## src/rtl/tl_ul_source_arbiter_pkg.sv

```systemverilog
`default_nettype none
// ============================================================================
// Module      : tl_ul_pkg
// Description : Shared TileLink-UL constants, field widths, arbiter state
//               encoding and the beat-count helper for the source arbiter.
// Contents    : opcode constants, SOURCE_W/IDX_W/DATA_W, arb_state_e,
//               beats_of(opcode, size)
// Revision    : 1.0 - initial release
// ============================================================================
package tl_ul_pkg;

  // A-channel opcodes
  localparam logic [2:0] PUT_FULL    = 3'd0;
  localparam logic [2:0] PUT_PARTIAL = 3'd1;
  localparam logic [2:0] GET         = 3'd4;
  // D-channel opcodes
  localparam logic [2:0] ACK         = 3'd0;
  localparam logic [2:0] ACK_DATA    = 3'd1;

  localparam int SOURCE_W = 6;
  localparam int IDX_W    = 2;
  localparam int DATA_W   = 32;

  typedef enum logic [1:0] {
    IDLE  = 2'd0,
    HOLD  = 2'd1,
    BURST = 2'd2
  } arb_state_e;

  // Puts larger than one 32-bit word carry one data beat per word; every
  // other message is a single beat.
  function automatic logic [31:0] beats_of(input logic [2:0] opcode,
                                           input logic [7:0] size);
    logic [31:0] beats;
    beats = 32'd1;
    if ((opcode == PUT_FULL || opcode == PUT_PARTIAL) && size > 8'd2)
      beats = 32'd1 << (size - 8'd2);
    return beats;
  endfunction

endpackage : tl_ul_pkg
`default_nettype wire

```

## src/rtl/tl_ul_source_arbiter_rr_pick.sv

```systemverilog
`default_nettype none
// ============================================================================
// Module      : rr_pick
// Description : Combinational round-robin picker. Returns the first set bit
//               of valid at or after ptr, wrapping modulo NUM_REQ.
// Ports       : valid [NUM_REQ] requests, ptr [2] start position,
//               idx [2] chosen index (ptr when none), any [1] any request
// Revision    : 1.0 - initial release
// ============================================================================
module rr_pick
  import tl_ul_pkg::*;
#(
  parameter int NUM_REQ = 4
) (
  input  logic [NUM_REQ-1:0] valid,
  input  logic [IDX_W-1:0]   ptr,
  output logic [IDX_W-1:0]   idx,
  output logic               any
);

  logic [3:0] w_valid_pad;
  logic [2:0] w_pos;

  // Scan from the farthest offset down to offset 0 so the nearest request
  // to ptr is the last (winning) assignment.
  always_comb begin
    w_valid_pad                = '0;
    w_valid_pad[NUM_REQ-1:0]   = valid;
    w_pos                      = '0;
    idx                        = ptr;
    any                        = 1'b0;
    for (int k = NUM_REQ - 1; k >= 0; k--) begin
      w_pos = {1'b0, ptr} + 3'(k);
      if (w_pos >= 3'(NUM_REQ))
        w_pos = w_pos - 3'(NUM_REQ);
      if (w_valid_pad[w_pos[1:0]]) begin
        idx = w_pos[1:0];
        any = 1'b1;
      end
    end
  end

endmodule : rr_pick
`default_nettype wire

```

## src/rtl/tl_ul_source_arbiter.sv

```systemverilog
`default_nettype none
// ============================================================================
// Module      : tl_ul_source_arbiter
// Description : Shares one TileLink-UL master port among NUM_REQ clients.
//               A channel is round-robin arbitrated with the client index
//               appended to the source; multi-beat Puts keep the grant.
//               D channel is steered back by d_source[1:0].
// Ports       : clock/reset_n; c_a_* client A (packed, client i at slot i);
//               c_d_valid/c_d_ready/c_d_source client D; m_a_* master A;
//               m_a_grant current winner; m_d_valid/m_d_ready/m_d_source.
// Revision    : 1.0 - initial release
// ============================================================================
module tl_ul_source_arbiter
  import tl_ul_pkg::*;
#(
  parameter int NUM_REQ = 4,
  parameter int SIZE_W  = 3
) (
  input  logic                         clock,
  input  logic                         reset_n,
  input  logic [NUM_REQ-1:0]           c_a_valid,
  output logic [NUM_REQ-1:0]           c_a_ready,
  input  logic [3*NUM_REQ-1:0]         c_a_opcode,
  input  logic [3*NUM_REQ-1:0]         c_a_param,
  input  logic [SIZE_W*NUM_REQ-1:0]    c_a_size,
  input  logic [SOURCE_W*NUM_REQ-1:0]  c_a_source,
  input  logic [32*NUM_REQ-1:0]        c_a_address,
  input  logic [4*NUM_REQ-1:0]         c_a_mask,
  input  logic [DATA_W*NUM_REQ-1:0]    c_a_data,
  output logic [NUM_REQ-1:0]           c_d_valid,
  input  logic [NUM_REQ-1:0]           c_d_ready,
  output logic [SOURCE_W-1:0]          c_d_source,
  output logic                         m_a_valid,
  input  logic                         m_a_ready,
  output logic [2:0]                   m_a_opcode,
  output logic [2:0]                   m_a_param,
  output logic [SIZE_W-1:0]            m_a_size,
  output logic [SOURCE_W+IDX_W-1:0]    m_a_source,
  output logic [31:0]                  m_a_address,
  output logic [3:0]                   m_a_mask,
  output logic [DATA_W-1:0]            m_a_data,
  output logic [IDX_W-1:0]             m_a_grant,
  input  logic                         m_d_valid,
  output logic                         m_d_ready,
  input  logic [SOURCE_W+IDX_W-1:0]    m_d_source
);

  localparam int BEATS_W = 2 ** SIZE_W;

  arb_state_e           r_state, w_state_nxt;
  logic [IDX_W-1:0]     r_rr_ptr, w_rr_nxt;
  logic [IDX_W-1:0]     r_hold_idx, w_hold_nxt;
  logic [BEATS_W-1:0]   r_beats_left, w_beats_nxt;

  logic [IDX_W-1:0]     w_pick_idx;
  logic                 w_pick_any;
  logic [IDX_W-1:0]     w_grant;
  logic                 w_valid_sel;
  logic                 w_valid_mux;
  logic [2:0]           w_opcode;
  logic [2:0]           w_param;
  logic [SIZE_W-1:0]    w_size;
  logic [SOURCE_W-1:0]  w_source;
  logic [31:0]          w_address;
  logic [3:0]           w_mask;
  logic [DATA_W-1:0]    w_data;
  logic [BEATS_W-1:0]   w_beats;
  logic                 w_fire;
  logic [IDX_W-1:0]     w_ptr_after;
  logic [IDX_W-1:0]     w_d_idx;
  logic                 w_d_in_range;
  logic [3:0]           w_d_ready_pad;

  function automatic logic [IDX_W-1:0] next_ptr(input logic [IDX_W-1:0] cur);
    logic [IDX_W-1:0] nxt;
    nxt = cur + 1'b1;
    if ({1'b0, cur} >= 3'(NUM_REQ - 1))
      nxt = '0;
    return nxt;
  endfunction

  rr_pick #(
    .NUM_REQ (NUM_REQ)
  ) u_rr_pick (
    .valid (c_a_valid),
    .ptr   (r_rr_ptr),
    .idx   (w_pick_idx),
    .any   (w_pick_any)
  );

  // The picker only steers the grant while idle; once a message has been
  // presented the grant is frozen so the A fields cannot change under it.
  assign w_grant = (r_state == IDLE) ? w_pick_idx : r_hold_idx;

  always_comb begin
    w_valid_mux = 1'b0;
    w_opcode    = '0;
    w_param     = '0;
    w_size      = '0;
    w_source    = '0;
    w_address   = '0;
    w_mask      = '0;
    w_data      = '0;
    for (int i = 0; i < NUM_REQ; i++) begin
      if (w_grant == IDX_W'(i)) begin
        w_valid_mux = c_a_valid[i];
        w_opcode    = c_a_opcode[3*i +: 3];
        w_param     = c_a_param[3*i +: 3];
        w_size      = c_a_size[SIZE_W*i +: SIZE_W];
        w_source    = c_a_source[SOURCE_W*i +: SOURCE_W];
        w_address   = c_a_address[32*i +: 32];
        w_mask      = c_a_mask[4*i +: 4];
        w_data      = c_a_data[DATA_W*i +: DATA_W];
      end
    end
  end

  // In IDLE the grant is the picker's choice, so "any" equals the muxed valid.
  assign w_valid_sel = (r_state == IDLE) ? w_pick_any : w_valid_mux;

  assign m_a_valid   = reset_n & w_valid_sel;
  assign m_a_opcode  = w_opcode;
  assign m_a_param   = w_param;
  assign m_a_size    = w_size;
  assign m_a_source  = {w_source, w_grant};
  assign m_a_address = w_address;
  assign m_a_mask    = w_mask;
  assign m_a_data    = w_data;
  assign m_a_grant   = reset_n ? w_grant : '0;

  assign w_fire      = m_a_valid & m_a_ready;
  assign w_beats     = BEATS_W'(beats_of(w_opcode, 8'(w_size)));
  assign w_ptr_after = next_ptr(w_grant);

  // D routing: index in the low source bits, anything out of range is drained.
  assign w_d_idx      = m_d_source[IDX_W-1:0];
  assign w_d_in_range = ({1'b0, w_d_idx} < 3'(NUM_REQ));
  assign c_d_source   = m_d_source[SOURCE_W+IDX_W-1:IDX_W];

  always_comb begin
    w_d_ready_pad              = '0;
    w_d_ready_pad[NUM_REQ-1:0] = c_d_ready;
  end

  assign m_d_ready = reset_n & (w_d_in_range ? w_d_ready_pad[w_d_idx] : 1'b1);

  generate
    for (genvar gi = 0; gi < NUM_REQ; gi++) begin : g_client
      assign c_a_ready[gi] = reset_n & m_a_ready & (w_grant == IDX_W'(gi))
                             & c_a_valid[gi];
      assign c_d_valid[gi] = reset_n & m_d_valid & (w_d_idx == IDX_W'(gi));
    end
  endgenerate

  always_comb begin
    w_state_nxt = r_state;
    w_rr_nxt    = r_rr_ptr;
    w_hold_nxt  = r_hold_idx;
    w_beats_nxt = r_beats_left;
    case (r_state)
      IDLE, HOLD: begin
        if (w_valid_sel) begin
          if (m_a_ready) begin
            if (w_beats > BEATS_W'(1)) begin
              w_state_nxt = BURST;
              w_beats_nxt = w_beats - BEATS_W'(1);
              w_hold_nxt  = w_grant;
            end else begin
              w_state_nxt = IDLE;
              w_rr_nxt    = w_ptr_after;
            end
          end else begin
            w_state_nxt = HOLD;
            w_hold_nxt  = w_grant;
          end
        end
      end
      BURST: begin
        if (w_fire) begin
          if (r_beats_left == BEATS_W'(1)) begin
            w_state_nxt = IDLE;
            w_beats_nxt = '0;
            w_rr_nxt    = w_ptr_after;
          end else begin
            w_beats_nxt = r_beats_left - BEATS_W'(1);
          end
        end
      end
      default: begin
        w_state_nxt = IDLE;
      end
    endcase
  end

  always_ff @(posedge clock or negedge reset_n) begin
    if (!reset_n) begin
      r_state      <= IDLE;
      r_rr_ptr     <= '0;
      r_hold_idx   <= '0;
      r_beats_left <= '0;
    end else begin
      r_state      <= w_state_nxt;
      r_rr_ptr     <= w_rr_nxt;
      r_hold_idx   <= w_hold_nxt;
      r_beats_left <= w_beats_nxt;
    end
  end

endmodule : tl_ul_source_arbiter
`default_nettype wire

```

## config.mk

```make
export PLATFORM = sky130hd
export DESIGN_NAME = tl_ul_source_arbiter
export DESIGN_NICKNAME = d
export VERILOG_FILES = /design/src/rtl/tl_ul_source_arbiter_pkg.sv /design/src/rtl/tl_ul_source_arbiter_rr_pick.sv /design/src/rtl/tl_ul_source_arbiter.sv
export SDC_FILE = /design/constraint.sdc
export NUM_CORES = 1
export LEC_CHECK = 0
export BUFFER_PORTS_ARGS = -buffer_cell sky130_fd_sc_hd__buf_2
export CORE_AREA = 5 5 172 174
export CTS_CLUSTER_DIAMETER = 30
export DETAILED_ROUTE_END_ITERATION = 7
export DIE_AREA = 0 0 177 179
export PLACE_DENSITY_LB_ADDON = 0.1
export SYNTH_ARGS = -nofsm -noshare
export SYNTH_HDL_FRONTEND = slang
export SYNTH_SLANG_ARGS = --single-unit
```

## constraint.sdc

```tcl
create_clock -name clock -period 4.85 [get_ports clock]
set_input_delay 0.7275 -clock clock [delete_from_list [all_inputs] [get_ports clock]]
set_output_delay 0.7275 -clock clock [all_outputs]
set_load 0.03 [all_outputs]
```

==> run metrics, run 1 <==
Yosys top cell by area a21oi_1; Switching Fraction 0.652; CTS Buf Count 3; worst skew pair latency 0.24 ns; number of global-route vias before repair 6,334; total power 5.80 mW; # DRC 0; Netlist cell types 64; clk root buf clkbuf_16; Pins Over Slew Limit 0; power density over the cells 811 nW/µm²; reg-to-reg slack, setup 0.43 ns; CP Launch Type input pin; clock power share 0.027; ys async rst share 1.00; top post-synthesis cells by area a21oi_1, nor2_1, nand2_1; WP data arrival 4.77 ns; CP max FO 6; Final Hold Vio Count 0; Lkg Pwr 3.67 nW; sequential power share 0.035; post-route ant nets 0; Hold Crit Class input pin to async pin; final wirelength 28,400 µm; gr ovfl total 0; Tcrit/Tclk final 0.957; part of the power in combinational logic 0.938; Slew HR 0.298; Hold Slack 0.448 ns; pin count of the biggest net entering global routing 122; first-pass GRT wire length 39,000 µm; worst reg2reg path startpoint r_state[0]$_DFFE_PN0P_; crit end category register; sequential share of the synthesized area 0.0812; clk sink count 14; fmax 0.216 GHz; Max clock buf depth 2; initial antenna violation count 6; CTS tree built; htree depth 1; largest family of logic cells by synthesized area compound AO/OA/AOI/OAI gates; dpl ws -0.0567 ns; Starting Density 0.156; full die area 31,700 µm²; Top FF cell, synth dfrtp_1; via/cell ratio 4.26; Int Pwr 2.02 mW; switching pwr 3.78 mW; die height 179 µm; adder-cell share of the synthesized area 0.0290; simple-gate area share of the yosys netlist 0.373; max_cap viols 0; worst-case clock skew 0.00440 ns; Placer Congestion 0.805; Tot GR Track Use 0.157; multi-input logic area 3620 µm²; Mapped Cells 813; syn nets 1,175; Crit Path Class input pin to register; drt pass-1 iters 5; register area 350 µm²; PostCTS Resize Cnt 0; routed len/inst 17.7 µm; outcome completed; CP Data Required Time 4.98 ns; Ports 455; mapped cell area 4310 µm²; CTS clk-pin slew, worst paths 0.05 ns; area of the core 27,600 µm²; Nets 1,593; final number of setup-violating endpoints 0; Synth warnings 0; Final Critical Period 4.64 ns; layout cells sized above 1 0.424; Yosys reg bits 14; Post-Synth XOR/XNOR Area 0; Yosys top cell area share 0.186; Slew @ Worst Pin 1.05 ns; die width 177 µm; Placed Cells 1,601; detailed placement HPWL 23,600 µm; row count 61; mux contribution to synthesized area 0.0151; VDD IR max 0.000452 V; worst r2r path cells 22; Post-synth EDFFs 0; r2r endpoint r_beats_left[4]$_DFFE_PN0P_; Compound-Gate Fraction of Synth Area 0.409; IO Port Bufs 442; crit path launch c_a_valid[0]; vias 6,853; Final Instance Count excl. Fillers 1,609; area grow syn2layout 65.7%; # fillers 3,345; initial drt markers 336; RSZ-0062 raised after global routing no; setup ws final 0.210 ns; Post-Syn Area per Cell 5.30 µm²
==> cell type report <==
cell class / instances / share of cell area
diodes: 2 / 0.000701
clock buffers: 3 / 0.0105
inverters: 15 / 0.00858
multi-input cells: 710 / 0.507
flip-flops and latches: 14 / 0.0490
well taps: 378 / 0.0662
repair buffers: 487 / 0.358
==> worst max-delay path, cell delays in order <==
cell	delay (ns)
buf_2	0.12
nor2b_1	0.13
a21oi_1	0.13
nor2_1	0.05
a2111oi_0	0.42
a21o_2	0.23
inv_2	0.09
ha_4	0.18
or2_4	0.25
a221o_1	0.31
and2_4	0.17
inv_6	0.05
ha_1	0.18
nor2_1	0.05
a21oi_1	0.23
o31ai_4	0.11
inv_1	0.07
ha_1	0.17
or2_4	0.13
a2bb2oi_1	0.27
a21oi_4	0.09
buf_4	0.17
buf_4	0.13
buf_4	0.12
a22o_1	0.19
==> metrics by stage <==
step | area [µm²] | TNS [ns] | util
3_3_place_gp | 7040 | -0.0231 | 0.255
3_5_place_dp | 7040 | -0.205 | 0.255
6_report | 7140 | 0 | 0.259
2_1_floorplan | 4320 | 0 | -
5_1_grt | 7140 | 0 | 0.258
4_1_cts | 7120 | 0 | 0.258
==> power by group through the flow <==
stage / Combinational, mW / Clock (mW) / Sequential, mW
6_report: 5.44 / 0.157 / 0.202
4_1_cts: 5.53 / 0.158 / 0.201
2_1_floorplan: 3.73 / 0 / 0.191
3_3_place_gp: 5.54 / 0 / 0.204
3_5_place_dp: 5.50 / 0 / 0.203
5_1_grt: 5.96 / 0.165 / 0.208
==> synth_stat cells (2+ instances only) <==
library cell    n
nor2_1        178
nor3b_1         3
mux2i_1         2
a221o_1         2
a22o_1          7
nand2b_1        3
buf_4          12
clkbuf_1       54
ha_1           10
o22ai_1         5
a221oi_2        2
nor3_1          3
o21ai_0        86
o31ai_1         2
or3_1           2
nand4_1         3
inv_1          13
nand3_1         4
o21ai_1         3
a22oi_1         6
nand2_1       177
a21o_1          3
buf_6           2
dfrtp_1        14
nand3b_1        3
mux2_1          2
or2_4           2
nor2b_1         7
a311oi_2        2
buf_1           5
nor4_1          2
a21oi_1       160
and2_1          3
==> sequential cells by signal (all words and copies together), names as in the netlist <==
register / flops
r_beats_left: 8
r_hold_idx: 2
r_rr_ptr: 2
r_state: 2
==> logic make-up after synthesis <==
family / after synthesis
AO/OA/AOI/OAI: 299
adder cells (fa/ha/maj): 10
buffers and inverters: 89
flip-flops: 14
multiplexers: 5
AND/OR/NAND/NOR: 396
==> repair_timing <==
item | CTS | global route
hold endpoints to repair | 0 | 0
setup buffers | 0 | 3
setup endpoints to repair | 0 | 8
hold buffers | 0 | 0
==> layout by cell type, fill, tap and decap left out, types with 3 or more instances in the layout <==
cell type | netlist | routed
buf_2 | 1 | 443
nor2_1 | 178 | 178
nand2_1 | 177 | 177
a21oi_1 | 160 | 160
o21ai_0 | 86 | 85
buf_4 | 12 | 43
dfrtp_1 | 14 | 14
inv_1 | 13 | 12
nor2b_1 | 7 | 7
a22o_1 | 7 | 7
a22oi_1 | 6 | 6
ha_1 | 10 | 6
o22ai_1 | 5 | 5
nand3_1 | 4 | 4
ha_4 | 0 | 4
nand3b_1 | 3 | 3
nor3b_1 | 3 | 3
nand2b_1 | 3 | 3
or2_4 | 2 | 3
and2_1 | 3 | 3
nor3_1 | 3 | 3
o21ai_1 | 3 | 3
nand4_1 | 3 | 3
clkbuf_16 | 0 | 3
==> routing by layer <==
layer  vias up  global-route usage  wire [µm]
li1       3604                   -          -
met1      2985               0.188      11100
met2       232               0.294      14700
met3        24              0.0354       2210
met4         8              0.0203        333
met5         -                   0         39
==> how the worst max path moves through the flow <==
stage | to | slack (ns) | cells past startpoint
2_1_floorplan | r_rr_ptr[0]$_DFFE_PN0P_ | 0.02 | 23
3_3_place_gp | r_beats_left[2]$_DFFE_PN0P_ | -0.02 | 22
3_5_place_dp | r_beats_left[2]$_DFFE_PN0P_ | -0.06 | 22
4_1_cts | r_beats_left[2]$_DFFE_PN0P_ | 0.16 | 22
5_1_grt | r_beats_left[4]$_DFFE_PN0P_ | 0.02 | 25
6_report | r_beats_left[4]$_DFFE_PN0P_ | 0.21 | 25
(Power assumes the default switching activity.)
==> inputs of run 2 (changes only) <==
--- a/config.mk
+++ b/config.mk
@@ -5,11 +5,11 @@
 export SDC_FILE = /design/constraint.sdc
 export NUM_CORES = 1
 export LEC_CHECK = 0
-export BUFFER_PORTS_ARGS = -buffer_cell sky130_fd_sc_hd__buf_2
 export CORE_AREA = 5 5 172 174
 export CTS_CLUSTER_DIAMETER = 30
 export DETAILED_ROUTE_END_ITERATION = 7
 export DIE_AREA = 0 0 177 179
+export DONT_BUFFER_PORTS = 1
 export PLACE_DENSITY_LB_ADDON = 0.1
 export SYNTH_ARGS = -nofsm -noshare
 export SYNTH_HDL_FRONTEND = slang
==> run metrics, run 2 (same netlist as run 1, synthesis figures left out) <==
outcome completed; power density over the cells 1070 nW/µm²; detailed placement HPWL 21,400 µm; routed len/inst 20.8 µm; htree depth 1; max reg flops 8; die width 177 µm; Post-CTS Setup Bufs 0; clk root buf clkbuf_16; initial drt markers 362; CTS Buf Count 3; commonest non-fill, non-tap cells in the layout nor2_1, nand2_1, a21oi_1; Nets 1,221; part of the power in combinational logic 0.938; total power 5.83 mW; drt pass-1 iters 6; Max clock buf depth 2; layout cells sized above 1 0.175; Tcrit/Tclk final 0.918; via/cell ratio 4.53; number of global-route vias before repair 5,248; gr ovfl total 0; Placer Congestion 0.762; Final Util 0.197; final number of setup-violating endpoints 0; IO Port Bufs 0; crit end category register; clock power share 0.027; Slew HR 0.278; Int Pwr 2.07 mW; WP data arrival 4.58 ns; # DRC 0; pin count of the biggest net entering global routing 113; Pins Over Slew Limit 0; clk sink count 14; worst skew pair latency 0.24 ns; post-route ant nets 0; Ports 455; fmax 0.225 GHz; die height 179 µm; area of the core 27,600 µm²; Total Negative Setup Slacks 0 ns; most common cell after layout, fill and taps aside nor2_1; CP max FO 8; Final Critical Period 4.45 ns; final wirelength 25,800 µm; VDD IR max 0.000253 V; CTS tree built; initial antenna violation count 1; Starting Density 0.156; RSZ-0062 raised after global routing no; sequential power share 0.035; CP Launch Type input pin; vias 5,600; CP Data Required Time 4.98 ns; Slew @ Worst Pin 1.08 ns; hold buffers post-CTS 0; CTS clk-pin slew, worst paths 0.05 ns; max_cap viols 0; row count 61; Hold Crit Class input pin to async pin; full die area 31,700 µm²; switching pwr 3.76 mW; Crit Path Class input pin to register; first-pass GRT wire length 34,700 µm; Tot GR Track Use 0.140; Switching Fraction 0.645; Lkg Pwr 2.21 nW; Biggest register r_beats_left; area grow syn2layout 26.5%; worst-case clock skew 0.000624 ns; Final Hold Vio Count 0; PostCTS Resize Cnt 0
## run 2: changes by cell type in the layout (fill, tap and decap cells not counted)
cell / change
buf_2: -443
buf_4: +71
a2111oi_0: -1
a2111oi_1: +1
a21oi_2: +1
a2bb2oi_1: -1
a2bb2oi_2: +1
buf_12: -1
diode_2: -1
## run 2: area by class of cell
type | instances | area (µm²)
fill | 3290 | 22200
antenna | 1 | 2.50
inverter | 15 | 61.3
timing repair buffer | 114 | 856
multi-input combinational | 711 | 3640
clock buffer | 3 | 75.1
tap | 378 | 473
sequential | 14 | 350
## run 2: final timing paths
path,from,end,slack [ns],cells after the start
max in group asynchronous,reset_n,r_hold_idx[0]$_DFFE_PN0P_,4.60,0
min,reset_n,r_beats_left[5]$_DFFE_PN0P_,0.18,0
min reg2reg,r_beats_left[6]$_DFFE_PN0P_,r_beats_left[6]$_DFFE_PN0P_,0.51,1
max,c_a_valid[0],r_beats_left[3]$_DFFE_PN0P_,0.40,22
min in group clock,r_beats_left[6]$_DFFE_PN0P_,r_beats_left[6]$_DFFE_PN0P_,0.51,1
max reg2reg,r_state[0]$_DFFE_PN0P_,r_beats_left[3]$_DFFE_PN0P_,0.44,19
## run 2: critical path, cell delays in order
cell and delay [ns]:
nor2b_1 0.12, a21oi_1 0.12, nor2_1 0.05, a2111oi_1 0.34, a21o_2 0.19, inv_2 0.09, ha_4 0.20, or2_4 0.27
a221o_1 0.30, and2_4 0.17, inv_6 0.05, ha_1 0.21, inv_1 0.09, o221a_4 0.18, o31ai_4 0.11, inv_1 0.08
ha_1 0.22, or2_4 0.29, a2bb2oi_2 0.17, a21oi_2 0.29, nand2_1 0.08, a22o_1 0.24
## run 2: through the flow
stage | hold WS (ns) | area [µm²] | cells | worst slack (ns)
floorplan | 0.432 | 4320 | 813 | 0.0214
global placement | 0.433 | 5360 | 1231 | 0.0769
detailed placement | 0.433 | 5360 | 1231 | 0.107
CTS | 0.175 | 5440 | 1234 | 0.331
global route | 0.170 | 5450 | 1236 | 0.0509
finish | 0.179 | 5450 | 1236 | 0.396
## run 2: per-layer routing
layer	GRT usage	part of all wire	routed length, µm
met5	0	0	0
met4	0.0177	0.0079	204
met3	0.0392	0.085	2190
met2	0.257	0.52	13300
met1	0.168	0.39	10000
## run 2: power groups by stage
stage	sequential [mW]	clock, mW	combinational [mW]
floorplan	0.191	0	3.73
global placement	0.210	0	5.58
detailed placement	0.206	0	5.54
CTS	0.204	0.158	5.55
global route	0.212	0.164	5.95
finish	0.205	0.156	5.47
==> inputs of run 3 (changes only) <==
--- a/config.mk
+++ b/config.mk
@@ -11,6 +11,7 @@
 export DIE_AREA = 0 0 177 179
 export DONT_BUFFER_PORTS = 1
 export PLACE_DENSITY_LB_ADDON = 0.1
+export SETUP_SLACK_MARGIN = 0.5
 export SYNTH_ARGS = -nofsm -noshare
 export SYNTH_HDL_FRONTEND = slang
 export SYNTH_SLANG_ARGS = --single-unit
==> run metrics, run 3 (same netlist as run 1, synthesis figures left out) <==
outcome completed; Worst path most repeated cell ha_4; fin area 5760 µm²; part of the power in combinational logic 0.937; Int Pwr 2.33 mW; first-pass GRT wire length 35,100 µm; clk sink count 14; htree depth 1; VDD IR max 0.000357 V; CP Launch Type register; die height 179 µm; Hold Slack 0.174 ns; Final Critical Period 4.23 ns; CP Data Required Time 4.99 ns; Tot GR Track Use 0.143; RSZ-0062 raised after global routing yes; row count 61; drt pass-1 iters 6; total power 6.23 mW; Placed Cells 1,227; full die area 31,700 µm²; Final Instance Count excl. Fillers 1,253; crit end category register; Biggest register r_beats_left; sequential power share 0.034; area grow syn2layout 33.6%; via/cell ratio 4.58; # fillers 3,290; Lkg Pwr 2.32 nW; detailed placement HPWL 21,500 µm; Placer Congestion 0.850; post-route ant nets 0; power density over the cells 1080 nW/µm²; final wirelength 26,300 µm; WP data arrival 4.36 ns; Total Negative Setup Slacks 0 ns; IO Port Bufs 0; final number of setup-violating endpoints 0; Max clock buf depth 2; gr ovfl total 0; pin count of the biggest net entering global routing 101; Hold Crit Class input pin to async pin; DP Area 5380 µm²; die width 177 µm; Ports 455; Nets 1,234; switching pwr 3.90 mW; number of global-route vias before repair 5,450; vias 5,736; worst skew pair latency 0.25 ns; Starting Density 0.156; initial drt markers 266; Final Hold Vio Count 0; Crit Path Class register to register; Worst Setup EP r_beats_left[2]$_DFFE_PN0P_; area of the core 27,600 µm²; dpl ws 0.0129 ns; Tcrit/Tclk final 0.871; setup ws final 0.623 ns; CTS tree built; routed len/inst 21.0 µm; Switching Fraction 0.626; # DRC 0; Worst path top cell family by delay compound AO/OA/AOI/OAI gates; Critical Path Stages 20; Pins Over Slew Limit 0; CP max FO 6; max_cap viols 0; Worst path max stage delay 0.37 ns; Slew HR 0.382; CTS clk-pin slew, worst paths 0.05 ns; commonest non-fill, non-tap cells in the layout nand2_1, nor2_1, a21oi_1; max reg flops 8; worst reg2reg path startpoint r_state[1]$_DFFE_PN0P_; clk root buf clkbuf_16; clock power share 0.029; Final Util 0.208; reg-to-reg slack, setup 0.62 ns; fmax 0.237 GHz; Buf+Inv Stages, Crit Path 4; most common cell after layout, fill and taps aside nand2_1; crit-path cells or2_1 -> a2111oi_2 -> a21o_2 -> clkinv_4 -> ha_4 -> or2_4 -> a221o_1 -> and2_4 -> inv_6 -> ha_4 -> a21oi_4 -> o31ai_4 -> buf_6 -> ha_4 -> or2_4 -> a2bb2oi_4 -> a21oi_4 -> buf_12 -> o21ai_1 -> a22o_1; initial antenna violation count 5; crit path launch r_state[1]$_DFFE_PN0P_; Max stage delay cell, worst path dfrtp_1; worst r2r path cells 20; r2r endpoint r_beats_left[2]$_DFFE_PN0P_; Slew @ Worst Pin 0.920 ns; layout cells sized above 1 0.211; CTS Buf Count 3; worst-case clock skew 0.00437 ns
## run 3: power by group through the flow
stage / Sequential (mW) / Clock, mW / Combinational, mW
6_report: 0.213 / 0.179 / 5.84
5_1_grt: 0.221 / 0.186 / 6.33
4_1_cts: 0.210 / 0.183 / 5.65
3_5_place_dp: 0.210 / 0 / 5.59
3_3_place_gp: 0.212 / 0 / 5.63
2_1_floorplan: 0.194 / 0 / 3.83
## run 3: worst reg2reg max path, cell delays in order, from the launching register on
cell,delay (ns)
dfrtp_1,0.37
or2_1,0.26
a2111oi_2,0.37
a21o_2,0.24
clkinv_4,0.10
ha_4,0.19
or2_4,0.25
a221o_1,0.30
and2_4,0.19
inv_6,0.07
ha_4,0.21
a21oi_4,0.16
o31ai_4,0.08
buf_6,0.13
ha_4,0.14
or2_4,0.24
a2bb2oi_4,0.15
a21oi_4,0.23
buf_12,0.16
o21ai_1,0.06
a22o_1,0.21
## run 3: final cells by class
| class | instances | area [µm²] | area share |
|---|---|---|---|
| sequential | 14 | 352 | 0.0610 |
| timing repair buffer | 128 | 1030 | 0.178 |
| antenna | 4 | 10.0 | 0.00174 |
| inverter | 15 | 66.3 | 0.0115 |
| clock buffer | 4 | 88.8 | 0.0154 |
| multi-input combinational | 710 | 3740 | 0.650 |
| tap | 378 | 473 | 0.0821 |
## run 3: repair_timing
action,4_1_cts,5_1_grt
setup buffers,3,14
endpoints found under the setup margin,12,12
hold buffers,0,0
endpoints found under the hold margin,0,0
pin swaps,1,16
gates cloned,0,1
resized for setup,5,24
## run 3: worst min path at each step
| stage | startpoint | endpoint | slack (ns) | depth (start not counted) |
|---|---|---|---|---|
| 2_1_floorplan | reset_n | r_beats_left[0]$_DFFE_PN0P_ | 0.43 | 0 |
| 3_3_place_gp | reset_n | r_state[0]$_DFFE_PN0P_ | 0.43 | 0 |
| 3_5_place_dp | reset_n | r_state[0]$_DFFE_PN0P_ | 0.43 | 0 |
| 4_1_cts | reset_n | r_beats_left[0]$_DFFE_PN0P_ | 0.17 | 0 |
| 5_1_grt | reset_n | r_beats_left[2]$_DFFE_PN0P_ | 0.17 | 0 |
| 6_report | reset_n | r_beats_left[0]$_DFFE_PN0P_ | 0.17 | 0 |
## run 3: routing by layer
| metal | global-route usage | vias up | part of all wire |
|---|---|---|---|
| met3 | 0.0399 | 18 | 0.080 |
| met4 | 0.0322 | 2 | 0.015 |
| met2 | 0.259 | 242 | 0.52 |
| li1 | - | 2900 | - |
| met1 | 0.169 | 2574 | 0.38 |
| met5 | 0 | - | 0.00049 |
